===== src/rtl/mips_mem_port_pkg.sv =====
// mips_mem_port_pkg: shared types and constants for the MIPS memory port.
//   mem_op_t         - load/store operation encoding carried on req_op
//   mem_port_state_t - IDLE / BUS / RESP sequencing of one bus transaction
//   BE_*             - byte-enable patterns used by lane steering
//   op_is_*          - operation class helpers (store, halfword, word)
package mips_mem_port_pkg;

  typedef enum logic [3:0] {
    OP_LB  = 4'd0,
    OP_LBU = 4'd1,
    OP_LH  = 4'd2,
    OP_LHU = 4'd3,
    OP_LW  = 4'd4,
    OP_LWL = 4'd5,
    OP_LWR = 4'd6,
    OP_SB  = 4'd7,
    OP_SH  = 4'd8,
    OP_SW  = 4'd9
  } mem_op_t;

  typedef enum logic [1:0] {
    ST_IDLE = 2'd0,
    ST_BUS  = 2'd1,
    ST_RESP = 2'd2
  } mem_port_state_t;

  localparam logic [3:0] BE_NONE    = 4'b0000;
  localparam logic [3:0] BE_ALL     = 4'b1111;
  localparam logic [3:0] BE_LO_HALF = 4'b0011;
  localparam logic [3:0] BE_HI_HALF = 4'b1100;

  function automatic logic op_is_store(input mem_op_t op);
    return (op == OP_SB) || (op == OP_SH) || (op == OP_SW);
  endfunction

  function automatic logic op_is_half(input mem_op_t op);
    return (op == OP_LH) || (op == OP_LHU) || (op == OP_SH);
  endfunction

  function automatic logic op_is_word(input mem_op_t op);
    return (op == OP_LW) || (op == OP_SW);
  endfunction

endpackage


===== src/rtl/mips_mem_port_load_align.sv =====
// mips_mem_port_load_align: combinational load result formation.
// Picks the addressed byte/halfword out of the fetched word, sign- or
// zero-extends it, or merges the word with the old rt value for LWL/LWR.
// Ports:
//   op_i     - operation (mem_op_t encoding)
//   o_i      - byte offset within the word (lane of the first byte)
//   word_i   - full 32-bit word returned by the bus
//   rt_old_i - current rt value, kept in the lanes LWL/LWR do not load
//   result_o - value written back to the register file
module mips_mem_port_load_align
  import mips_mem_port_pkg::*;
(
  input  logic [3:0]  op_i,
  input  logic [1:0]  o_i,
  input  logic [31:0] word_i,
  input  logic [31:0] rt_old_i,
  output logic [31:0] result_o
);

  mem_op_t     op;
  logic [7:0]  byte_sel;
  logic [15:0] half_sel;
  logic [31:0] lwl_res;
  logic [31:0] lwr_res;

  always_comb begin
    op = mem_op_t'(op_i);

    case (o_i)
      2'd0:    byte_sel = word_i[7:0];
      2'd1:    byte_sel = word_i[15:8];
      2'd2:    byte_sel = word_i[23:16];
      default: byte_sel = word_i[31:24];
    endcase

    // Halfword offsets are always even by the time they reach here.
    half_sel = o_i[1] ? word_i[31:16] : word_i[15:0];

    // LWL: bytes 0..o of the word land in the top of the register.
    case (o_i)
      2'd0:    lwl_res = {word_i[7:0],  rt_old_i[23:0]};
      2'd1:    lwl_res = {word_i[15:0], rt_old_i[15:0]};
      2'd2:    lwl_res = {word_i[23:0], rt_old_i[7:0]};
      default: lwl_res = word_i;
    endcase

    // LWR: bytes o..3 of the word land in the bottom of the register.
    case (o_i)
      2'd0:    lwr_res = word_i;
      2'd1:    lwr_res = {rt_old_i[31:24], word_i[31:8]};
      2'd2:    lwr_res = {rt_old_i[31:16], word_i[31:16]};
      default: lwr_res = {rt_old_i[31:8],  word_i[31:24]};
    endcase

    case (op)
      OP_LB:   result_o = {{24{byte_sel[7]}}, byte_sel};
      OP_LBU:  result_o = {24'd0, byte_sel};
      OP_LH:   result_o = {{16{half_sel[15]}}, half_sel};
      OP_LHU:  result_o = {16'd0, half_sel};
      OP_LWL:  result_o = lwl_res;
      OP_LWR:  result_o = lwr_res;
      default: result_o = word_i;
    endcase
  end

endmodule


===== src/rtl/mips_mem_port.sv =====
// mips_mem_port: Avalon-MM master serving one core load/store at a time.
// Sequencing: IDLE -> BUS -> RESP -> IDLE (misaligned with error: IDLE -> RESP).
// Handshake: a request is taken on the clk edge where req_valid_i && req_ready_o;
//   req_ready_o is high only in IDLE, req_valid_i elsewhere is ignored. Each
//   accepted request yields exactly one resp_valid_o pulse; the Avalon side
//   completes on the first edge with waitrequest_i low.
// Ports:
//   clk, reset                    - clock, synchronous active-high reset
//   req_valid_i/req_ready_o       - request handshake
//   req_op_i, req_addr_i          - operation and byte address
//   req_wdata_i, req_rt_old_i     - store data, old rt for LWL/LWR merge
//   resp_valid_o/data_o/error_o   - one-cycle response
//   address_o, read_o, write_o, writedata_o, byteenable_o - Avalon outputs
//   waitrequest_i, readdata_i     - Avalon inputs
module mips_mem_port
  import mips_mem_port_pkg::*;
#(
  parameter int ADDR_W            = 32,
  parameter int TIMEOUT_CYCLES    = 256,
  parameter int ERROR_ON_MISALIGN = 1
) (
  input  logic              clk,
  input  logic              reset,
  input  logic              req_valid_i,
  output logic              req_ready_o,
  input  logic [3:0]        req_op_i,
  input  logic [ADDR_W-1:0] req_addr_i,
  input  logic [31:0]       req_wdata_i,
  input  logic [31:0]       req_rt_old_i,
  output logic              resp_valid_o,
  output logic [31:0]       resp_data_o,
  output logic              resp_error_o,
  output logic [ADDR_W-1:0] address_o,
  output logic              read_o,
  output logic              write_o,
  input  logic              waitrequest_i,
  output logic [31:0]       writedata_o,
  output logic [3:0]        byteenable_o,
  input  logic [31:0]       readdata_i
);

  // One spare bit so the counter can hold TIMEOUT_CYCLES itself.
  localparam int              CNT_W    = $clog2(TIMEOUT_CYCLES + 2);
  localparam logic [CNT_W-1:0] TO_LIMIT = CNT_W'(TIMEOUT_CYCLES);

  mem_port_state_t   state_q, state_d;
  logic [ADDR_W-1:0] address_q, address_d;
  logic              read_q, read_d;
  logic              write_q, write_d;
  logic [3:0]        be_q, be_d;
  logic [31:0]       wdata_q, wdata_d;
  logic [3:0]        op_q, op_d;
  logic [1:0]        o_q, o_d;
  logic [31:0]       rt_old_q, rt_old_d;
  logic [CNT_W-1:0]  cnt_q, cnt_d;
  logic              resp_valid_q, resp_valid_d;
  logic [31:0]       resp_data_q, resp_data_d;
  logic              resp_error_q, resp_error_d;

  mem_op_t     req_op;
  logic [1:0]  req_o_eff;
  logic        misalign;
  logic [3:0]  req_be;
  logic [31:0] req_wd;
  logic [31:0] load_result;
  logic [CNT_W-1:0] cnt_inc;

  mips_mem_port_load_align u_load_align (
    .op_i     (op_q),
    .o_i      (o_q),
    .word_i   (readdata_i),
    .rt_old_i (rt_old_q),
    .result_o (load_result)
  );

  // Request decode: misalignment, effective offset, lanes and store data.
  always_comb begin
    req_op    = mem_op_t'(req_op_i);
    misalign  = 1'b0;
    req_o_eff = req_addr_i[1:0];
    if (op_is_half(req_op)) begin
      misalign     = req_addr_i[0];
      req_o_eff[0] = 1'b0;
    end else if (op_is_word(req_op)) begin
      misalign  = |req_addr_i[1:0];
      req_o_eff = 2'd0;
    end

    case (req_op)
      OP_SB:   req_be = 4'b0001 << req_o_eff;
      OP_SH:   req_be = req_o_eff[1] ? BE_HI_HALF : BE_LO_HALF;
      OP_LWL:  req_be = BE_ALL >> (2'd3 - req_o_eff);
      OP_LWR:  req_be = BE_ALL << req_o_eff;
      default: req_be = BE_ALL;
    endcase

    // Stores replicate their data across every lane they could hit.
    case (req_op)
      OP_SB:   req_wd = {4{req_wdata_i[7:0]}};
      OP_SH:   req_wd = {2{req_wdata_i[15:0]}};
      OP_SW:   req_wd = req_wdata_i;
      default: req_wd = 32'd0;
    endcase
  end

  assign cnt_inc = cnt_q + 1'b1;

  always_comb begin
    state_d      = state_q;
    address_d    = address_q;
    read_d       = read_q;
    write_d      = write_q;
    be_d         = be_q;
    wdata_d      = wdata_q;
    op_d         = op_q;
    o_d          = o_q;
    rt_old_d     = rt_old_q;
    cnt_d        = cnt_q;
    resp_valid_d = 1'b0;
    resp_data_d  = resp_data_q;
    resp_error_d = resp_error_q;

    case (state_q)
      ST_IDLE: begin
        if (req_valid_i) begin
          if (misalign && (ERROR_ON_MISALIGN != 0)) begin
            state_d      = ST_RESP;
            resp_valid_d = 1'b1;
            resp_error_d = 1'b1;
            resp_data_d  = 32'd0;
          end else begin
            state_d   = ST_BUS;
            address_d = {req_addr_i[ADDR_W-1:2], 2'b00};
            be_d      = req_be;
            wdata_d   = req_wd;
            op_d      = req_op_i;
            o_d       = req_o_eff;
            rt_old_d  = req_rt_old_i;
            read_d    = !op_is_store(req_op);
            write_d   = op_is_store(req_op);
            cnt_d     = '0;
          end
        end
      end
      ST_BUS: begin
        if (!waitrequest_i) begin
          state_d      = ST_RESP;
          read_d       = 1'b0;
          write_d      = 1'b0;
          resp_valid_d = 1'b1;
          resp_error_d = 1'b0;
          resp_data_d  = op_is_store(mem_op_t'(op_q)) ? 32'd0 : load_result;
        end else begin
          cnt_d = cnt_inc;
          // Abort once this stalled cycle brings the count to the limit.
          if ((TIMEOUT_CYCLES != 0) && (cnt_inc == TO_LIMIT)) begin
            state_d      = ST_RESP;
            read_d       = 1'b0;
            write_d      = 1'b0;
            resp_valid_d = 1'b1;
            resp_error_d = 1'b1;
            resp_data_d  = 32'd0;
          end
        end
      end
      ST_RESP: begin
        state_d = ST_IDLE;
      end
      default: begin
        state_d = ST_IDLE;
      end
    endcase
  end

  always_ff @(posedge clk) begin
    if (reset) begin
      state_q      <= ST_IDLE;
      address_q    <= '0;
      read_q       <= 1'b0;
      write_q      <= 1'b0;
      be_q         <= BE_NONE;
      wdata_q      <= 32'd0;
      op_q         <= 4'd0;
      o_q          <= 2'd0;
      rt_old_q     <= 32'd0;
      cnt_q        <= '0;
      resp_valid_q <= 1'b0;
      resp_data_q  <= 32'd0;
      resp_error_q <= 1'b0;
    end else begin
      state_q      <= state_d;
      address_q    <= address_d;
      read_q       <= read_d;
      write_q      <= write_d;
      be_q         <= be_d;
      wdata_q      <= wdata_d;
      op_q         <= op_d;
      o_q          <= o_d;
      rt_old_q     <= rt_old_d;
      cnt_q        <= cnt_d;
      resp_valid_q <= resp_valid_d;
      resp_data_q  <= resp_data_d;
      resp_error_q <= resp_error_d;
    end
  end

  assign req_ready_o  = (state_q == ST_IDLE);
  assign resp_valid_o = resp_valid_q;
  assign resp_data_o  = resp_data_q;
  assign resp_error_o = resp_error_q;
  assign address_o    = address_q;
  assign read_o       = read_q;
  assign write_o      = write_q;
  assign writedata_o  = wdata_q;
  assign byteenable_o = be_q;

endmodule


===== config.mk =====
export PLATFORM = sky130hd
export DESIGN_NAME = mips_mem_port
export DESIGN_NICKNAME = d
export VERILOG_FILES = /design/src/rtl/mips_mem_port_pkg.sv /design/src/rtl/mips_mem_port_load_align.sv /design/src/rtl/mips_mem_port.sv
export SDC_FILE = /design/constraint.sdc
export NUM_CORES = 1
export LEC_CHECK = 0
export BUFFER_PORTS_ARGS = -buffer_cell sky130_fd_sc_hd__buf_2
export CORE_UTILIZATION = 45
export DETAILED_ROUTE_END_ITERATION = 10
export PLACE_DENSITY = 0.72
export RECOVER_POWER = 100
export SLEW_MARGIN = 20
export SYNTH_ARGS = -nofsm -noshare
export SYNTH_HDL_FRONTEND = slang
export SYNTH_SLANG_ARGS = --single-unit
export TNS_END_PERCENT = 30

===== constraint.sdc =====
create_clock -name clk -period 4.85 [get_ports clk]
set_input_delay 0.97 -clock clk [delete_from_list [all_inputs] [get_ports clk]]
set_output_delay 0.97 -clock clk [all_outputs]
set_load 0.01 [all_outputs]

=== Yosys cells after proc, flatten, opt, wreduce, memory -nomap -nowiden ===
Cells that the tools add are included.

* Equality and inequality tests: 25
* Reductions and logical operators: 18
* $add $sub $neg: 2
* Bitwise operators: 1
* Shift operators: 3
* Muxes and demuxes: 46

{| class="wikitable"
|+ Operators with widths
! kind !! number
|-
| $pmux 32 s3 || 3
|-
| $pmux 32 s6 || 1
|-
| $mux 32 || 5
|-
| $pmux 32 s2 || 1
|-
| $eq 4x3->1 const B || 7
|-
| $mux 9 || 3
|-
| $pmux 8 s3 || 1
|-
| $mux 1 || 18
|-
| $pmux 9 s2 || 1
|-
| $eq 4x2->1 const B || 4
|-
| $eq 4x4->1 const B || 4
|-
| $mux 16 || 1
|-
| $pmux 4 s4 || 1
|-
| $reduce_and 4->1 || 3
|-
| $mux 2 || 5
|-
| $add 9x1->9 const B || 1
|-
| $eq 9x9->1 const B || 1
|-
| $pmux 1 s2 || 4
|-
| $logic_or 1x1->1 || 7
|-
| $ne 2x2->1 const B || 3
|-
| $eq 2x1->1 const B || 2
|-
| $eq 4x1->1 const B || 1
|-
| $logic_not 2->1 || 2
|-
| $logic_not 4->1 || 1
|-
| other kinds (15) || 15
|}

* Output and inout port bits: 105
* Register bits after elaboration: 151

=== Longest topological paths before layout ===
* Word-level depth: 7
* Depth in mapped cells: 9

=== By module ===
From an unflattened synthesis, not the netlist that was laid out.

* Cells, all modules: 1,023
* Area, all modules: 8,435.6 µm²

{| class="wikitable"
|+ Modules (own cells, without submodules)
! module !! instances !! area each (µm²) !! cells an instance
|-
| mips_mem_port || 1 || 6,478.7 || 773
|-
| mips_mem_port_load_align || 1 || 1,956.9 || 250
|}

=== Worst setup path after synthesis ===
No wires, ideal clock.

* Path type: in2reg
* Start point: in req_op_i[3]
* End point: reg op_q[0]
* Slack: 2.392 ns
* Stages: 8
* Data arrival time: 2.325 ns
* Path buffers: 3
* Library setup time: 0.132 ns
* Cells stage by stage: nand2b_1 > or4_1 > and3_1 > buf_2 > buf_6 > buf_6 > nand2_1 > a21oi_1

* Word-level cells in the longest chain between the ends: 6
* Elaborated cells between the ends (all ways): 12
* Classes of those cells: eq/ne: 5; mux: 2; bitwise: 1; reduce/logical: 4

{| class="wikitable"
|+ Ends and longest elaborated chain
! element !! line !! source
|-
| from (decl) || mips_mem_port.sv:26 || <nowiki>input logic [3:0] req_op_i,</nowiki>
|-
| $eq 4x3->1, or another cell as far along || mips_mem_port_pkg.sv:41 || <nowiki>return (op == OP_LW) || (op == OP_SW);</nowiki>
|-
| $logic_or 1x1->1, on equally long branches || mips_mem_port_pkg.sv:41, mips_mem_port_pkg.sv:37 ||
|-
| $mux 1 / $logic_or 1x1->1 (equally long branches) || mips_mem_port.sv:84, mips_mem_port_pkg.sv:37 ||
|-
| $mux 1 (*) || mips_mem_port.sv:81 || <nowiki>if (op_is_half(req_op)) begin</nowiki>
|-
| $not 1->1 (no line) (*) || - ||
|-
| $reduce_and 3->1 (no line) (*) || - ||
|-
| to (signal assigned) || mips_mem_port.sv:197 || <nowiki>op_q <= op_d;</nowiki>
|-
| to (decl) || mips_mem_port.sv:52 || <nowiki>logic [3:0] op_q, op_d;</nowiki>
|}

Every way passes the cells marked *; elsewhere a longest branch is shown, timed or not.
A chain may end at the register's enable or synchronous reset.

=== Worst setup path after layout ===
* Start point: in req_op_i[3]
* End point: reg address_q[11], in the netlist address_o[11]

* Word-level cells in the longest chain between the ends: 6
* Elaborated cells between the ends (all ways): 12
* Classes of those cells: eq/ne: 5; mux: 2; bitwise: 1; reduce/logical: 4

{| class="wikitable"
|+ Ends and longest elaborated chain
! element !! line !! source
|-
| $eq 4x3->1, or another cell as far along || mips_mem_port_pkg.sv:41 ||
|-
| $logic_or 1x1->1, on equally long branches || mips_mem_port_pkg.sv:41, mips_mem_port_pkg.sv:37 ||
|-
| $mux 1 / $logic_or 1x1->1 (equally long branches) || mips_mem_port.sv:84, mips_mem_port_pkg.sv:37 ||
|-
| $mux 1 (*) || mips_mem_port.sv:81 ||
|-
| $not 1->1 (no line) (*) || - ||
|-
| $reduce_and 3->1 (no line) (*) || - ||
|-
| to (signal assigned) || mips_mem_port.sv:192 || <nowiki>address_q <= address_d;</nowiki>
|-
| to (decl) || mips_mem_port.sv:47 || <nowiki>logic [ADDR_W-1:0] address_q, address_d;</nowiki>
|}

Marks and branches as above.

==> results.py <==
metrics = {
    "min_path": {
        "min_path_cells": 2,
        "holdCritPathClass": "register to register",
    },
    "clock_network": {
        "post_cts_buffers": 0,
        "clk_latency_ns": 0.42,
        "clk_pin_slew_ns": 0.06,
        "numCtsBuffers": 17,
        "htreeDepth": 4,
        "cts_tree": "built",
        "root_buffer": "clkbuf_16",
        "holdBufCountCts": 0,
        "ctsResizeCount": 0,
        "cts.sinks": 151,
        "cts.path.max_buffers": 2,
    },
    "setup_path": {
        "crit_arrival_ns": 3.94,
        "required_ns": 5.20,
        "reg2regPathDepth": 6,
        "cp-end-kind": "register",
        "cp_max_fo": 73,
        "rrSetupSlack_ns": 1.76,
        "path_class": "input port to register",
        "startpoint_type": "input port",
    },
    "pwr": {
        "ir_drop_mv": 0.269,
        "powerDensity_nw_per_um2": 358,
        "leakage_uw": 0.00332,
    },
    "route": {
        "drc": 0,
        "first_pass_iters": 5,
        "avgRoutedWirePerCell_um": 17.6,
        "detail_route.wirelength_um": 23800,
        "highest_layer": "met4",
        "met2_length_um": 10900,
        "ant_nets": 0,
        "wl_met1_um": 10000,
        "vias_per_cell": 5.80,
        "first_iter_violations": 645,
        "vias": 7836,
        "met3_length_um": 2160,
    },
    "sta": {
        "layout_setup_ws_ns": 1.26,
        "relSlewSlack_pct": -8.78,
        "fin_crit_ns": 3.59,
        "finalSetupTns_ns": 0,
        "tightest_slew_ns": 1.63,
        "clock_skew_ns": 0.00879,
        "setup_violations": 0,
        "fmax_mhz": 279,
        "period_share_pct": 74.0,
        "final-max-slew-violation-count": 33,
        "grt_setup_unrepaired": "no",
        "hold_violations": 0,
    },
    "yosys": {
        "synth_top_cell_area_share_pct": 39.2,
        "synthDistinctLibCells": 62,
        "ys_warn_count": 0,
        "synth_top_area_cell": "dfxtp_1",
        "synthTopCellsByArea": "dfxtp_1 39%, nand2_1 8.1%, a21oi_1 6.4%, mux2i_1 6.0%, a221oi_1 4.5%",
        "syn_inst": 938,
        "synth-seq-cells": 151,
        "synthTopCellsByCount": "167 x nand2_1, 151 x dfxtp_1, 99 x a21oi_1",
        "synth_area_um2": 7720,
        "synth_ff_type": "dfxtp_1",
        "synth.most_common_cell": "nand2_1",
        "synth_area_per_cell_um2": 8.23,
        "async_flop_share_pct": 0,
        "seq_area_frac_synth_pct": 39.2,
        "synth_edf_count": 0,
    },
    "floorplanning": {
        "row_count": 47,
        "start_util_pct": 46.4,
        "core_um2": 16600,
        "io_pins": 241,
        "fp.dieH_um": 133,
        "die_x_um": 133,
        "dieArea_um2": 17700,
    },
    "final_layout": {
        "syn_to_final_growth_pct": 20.5,
        "drive_gt1_share_pct": 19.8,
        "nNetsFinal": 1255,
        "fill_cells": 1600,
    },
    "global_routing": {
        "grt_pass1_wl_um": 37300,
        "track_usage_pct": 26.8,
        "grt_max_degree": 98,
        "gr-total-overflow": 0,
        "grt_pass1_vias": 7102,
        "antenna_found_initial": 0,
    },
    "run_status": {
        "status": "complete, but fails checks",
        "violations": "capacitance limit, slew limit",
    },
    "placement": {
        "dpl.hpwl_um": 16700,
        "post-place-ws_ns": 1.47,
        "place_congestion": 0.896,
        "port_buffers": 238,
    },
    "run": {
        "max-cap-violations": 1,
    },
}
==> logic make-up after synthesis <==
logic type | count (synthesis) | share of synthesized area (%)
flops | 151 | 39.2
fa+ha+maj | 1 | 0.162
mux | 73 | 10.1
compound gates | 296 | 25.7
other cells | 1 | 0.0486
simple gates | 324 | 18.8
buf+inv | 92 | 5.98
==> registers in the layout (all words and copies together), names as in the netlist <==
name / flops
o_q: 2
rt_old_q: 32
read_o: 1
op_q: 4
byteenable_o: 4
cnt_q: 9
writedata_o: 32
address_o: 30
state_q: 2
resp_data_o: 32
resp_error_o: 1
write_o: 1
resp_valid_o: 1
==> layout make-up <==
class	count	area, µm²	share of cell area, %
Timing Repair Buffer	247	1120	12.1
Clock buffer	20	467	5.02
Tap cell	220	275	2.96
Antenna cell	1	2.50	0.0269
Inverter	5	18.8	0.202
Clock inverter	12	116	1.25
Multi-Input combinational cell	696	4270	45.9
Sequential cell	151	3030	32.5
==> worst paths after layout <==
check,start,endpoint
max,req_op_i[3],address_o[11]$_SDFFE_PP0P_
min,address_o[22]$_SDFFE_PP0P_,address_o[22]$_SDFFE_PP0P_
max reg2reg,state_q[1]$_SDFFE_PP0P_,address_o[11]$_SDFFE_PP0P_
min reg2reg,address_o[22]$_SDFFE_PP0P_,address_o[22]$_SDFFE_PP0P_
==> routing by layer <==
metal | global-route usage (%) | vias to the layer above
li1 | - | 3794
met1 | 35.1 | 3630
met2 | 42.3 | 368
met3 | 5.82 | 44
met4 | 11.8 | 0
met5 | 0 | -
==> stage by stage <==
step | instances | instance area (µm²) | util [%] | hold slack, ns | total power (µW)
2_1_floorplan | 939 | 7720 | - | 0.434 | 1850
3_3_place_gp | 1319 | 8850 | 53.2 | 0.436 | 2070
3_5_place_dp | 1319 | 8850 | 53.2 | 0.445 | 2080
4_1_cts | 1351 | 9430 | 56.7 | 0.452 | 3370
5_1_grt | 1351 | 9300 | 55.9 | 0.471 | 3480
6_report | 1352 | 9300 | 55.9 | 0.450 | 3330
==> report_power, final <==
part | leakage [µW] | total (µW) | switching [µW] | internal (µW)
logic | 0.00181 | 656 | 407 | 248
clock network | 0.000283 | 1290 | 539 | 753
registers | 0.00123 | 1390 | 61.3 | 1330
total | 0.00332 | 3330 | 1010 | 2330
==> critical path, cell delays in order <==
cell	delay, ns
clkbuf_1	0.22
and4bb_1	0.29
o21ba_1	0.28
and3_4	0.74
clkbuf_1	1.09
nand2_1	0.15
a21oi_1	0.16
==> placed cells by master, fill, tap and decap left out, types with 4 or more instances in the layout <==
cell type and n:
a211oi_1 18, a21oi_1 98, a221oi_1 40, a311oi_1 6, a31oi_1 6, buf_2 133
buf_4 8, clkbuf_1 106, clkbuf_16 17, clkinv_4 4, dfxtp_1 149, inv_1 5
mux2_2 26, mux2i_1 46, nand2_1 167, nand2b_1 9, nand3_1 17, nor2_1 57
nor2b_1 13, nor3_1 33, o211ai_1 4, o21ai_0 49, o221a_2 7, o221ai_1 8
o22ai_1 7, o2bb2ai_1 31, or3b_2 5
Power figures use the tool's default switching activity.
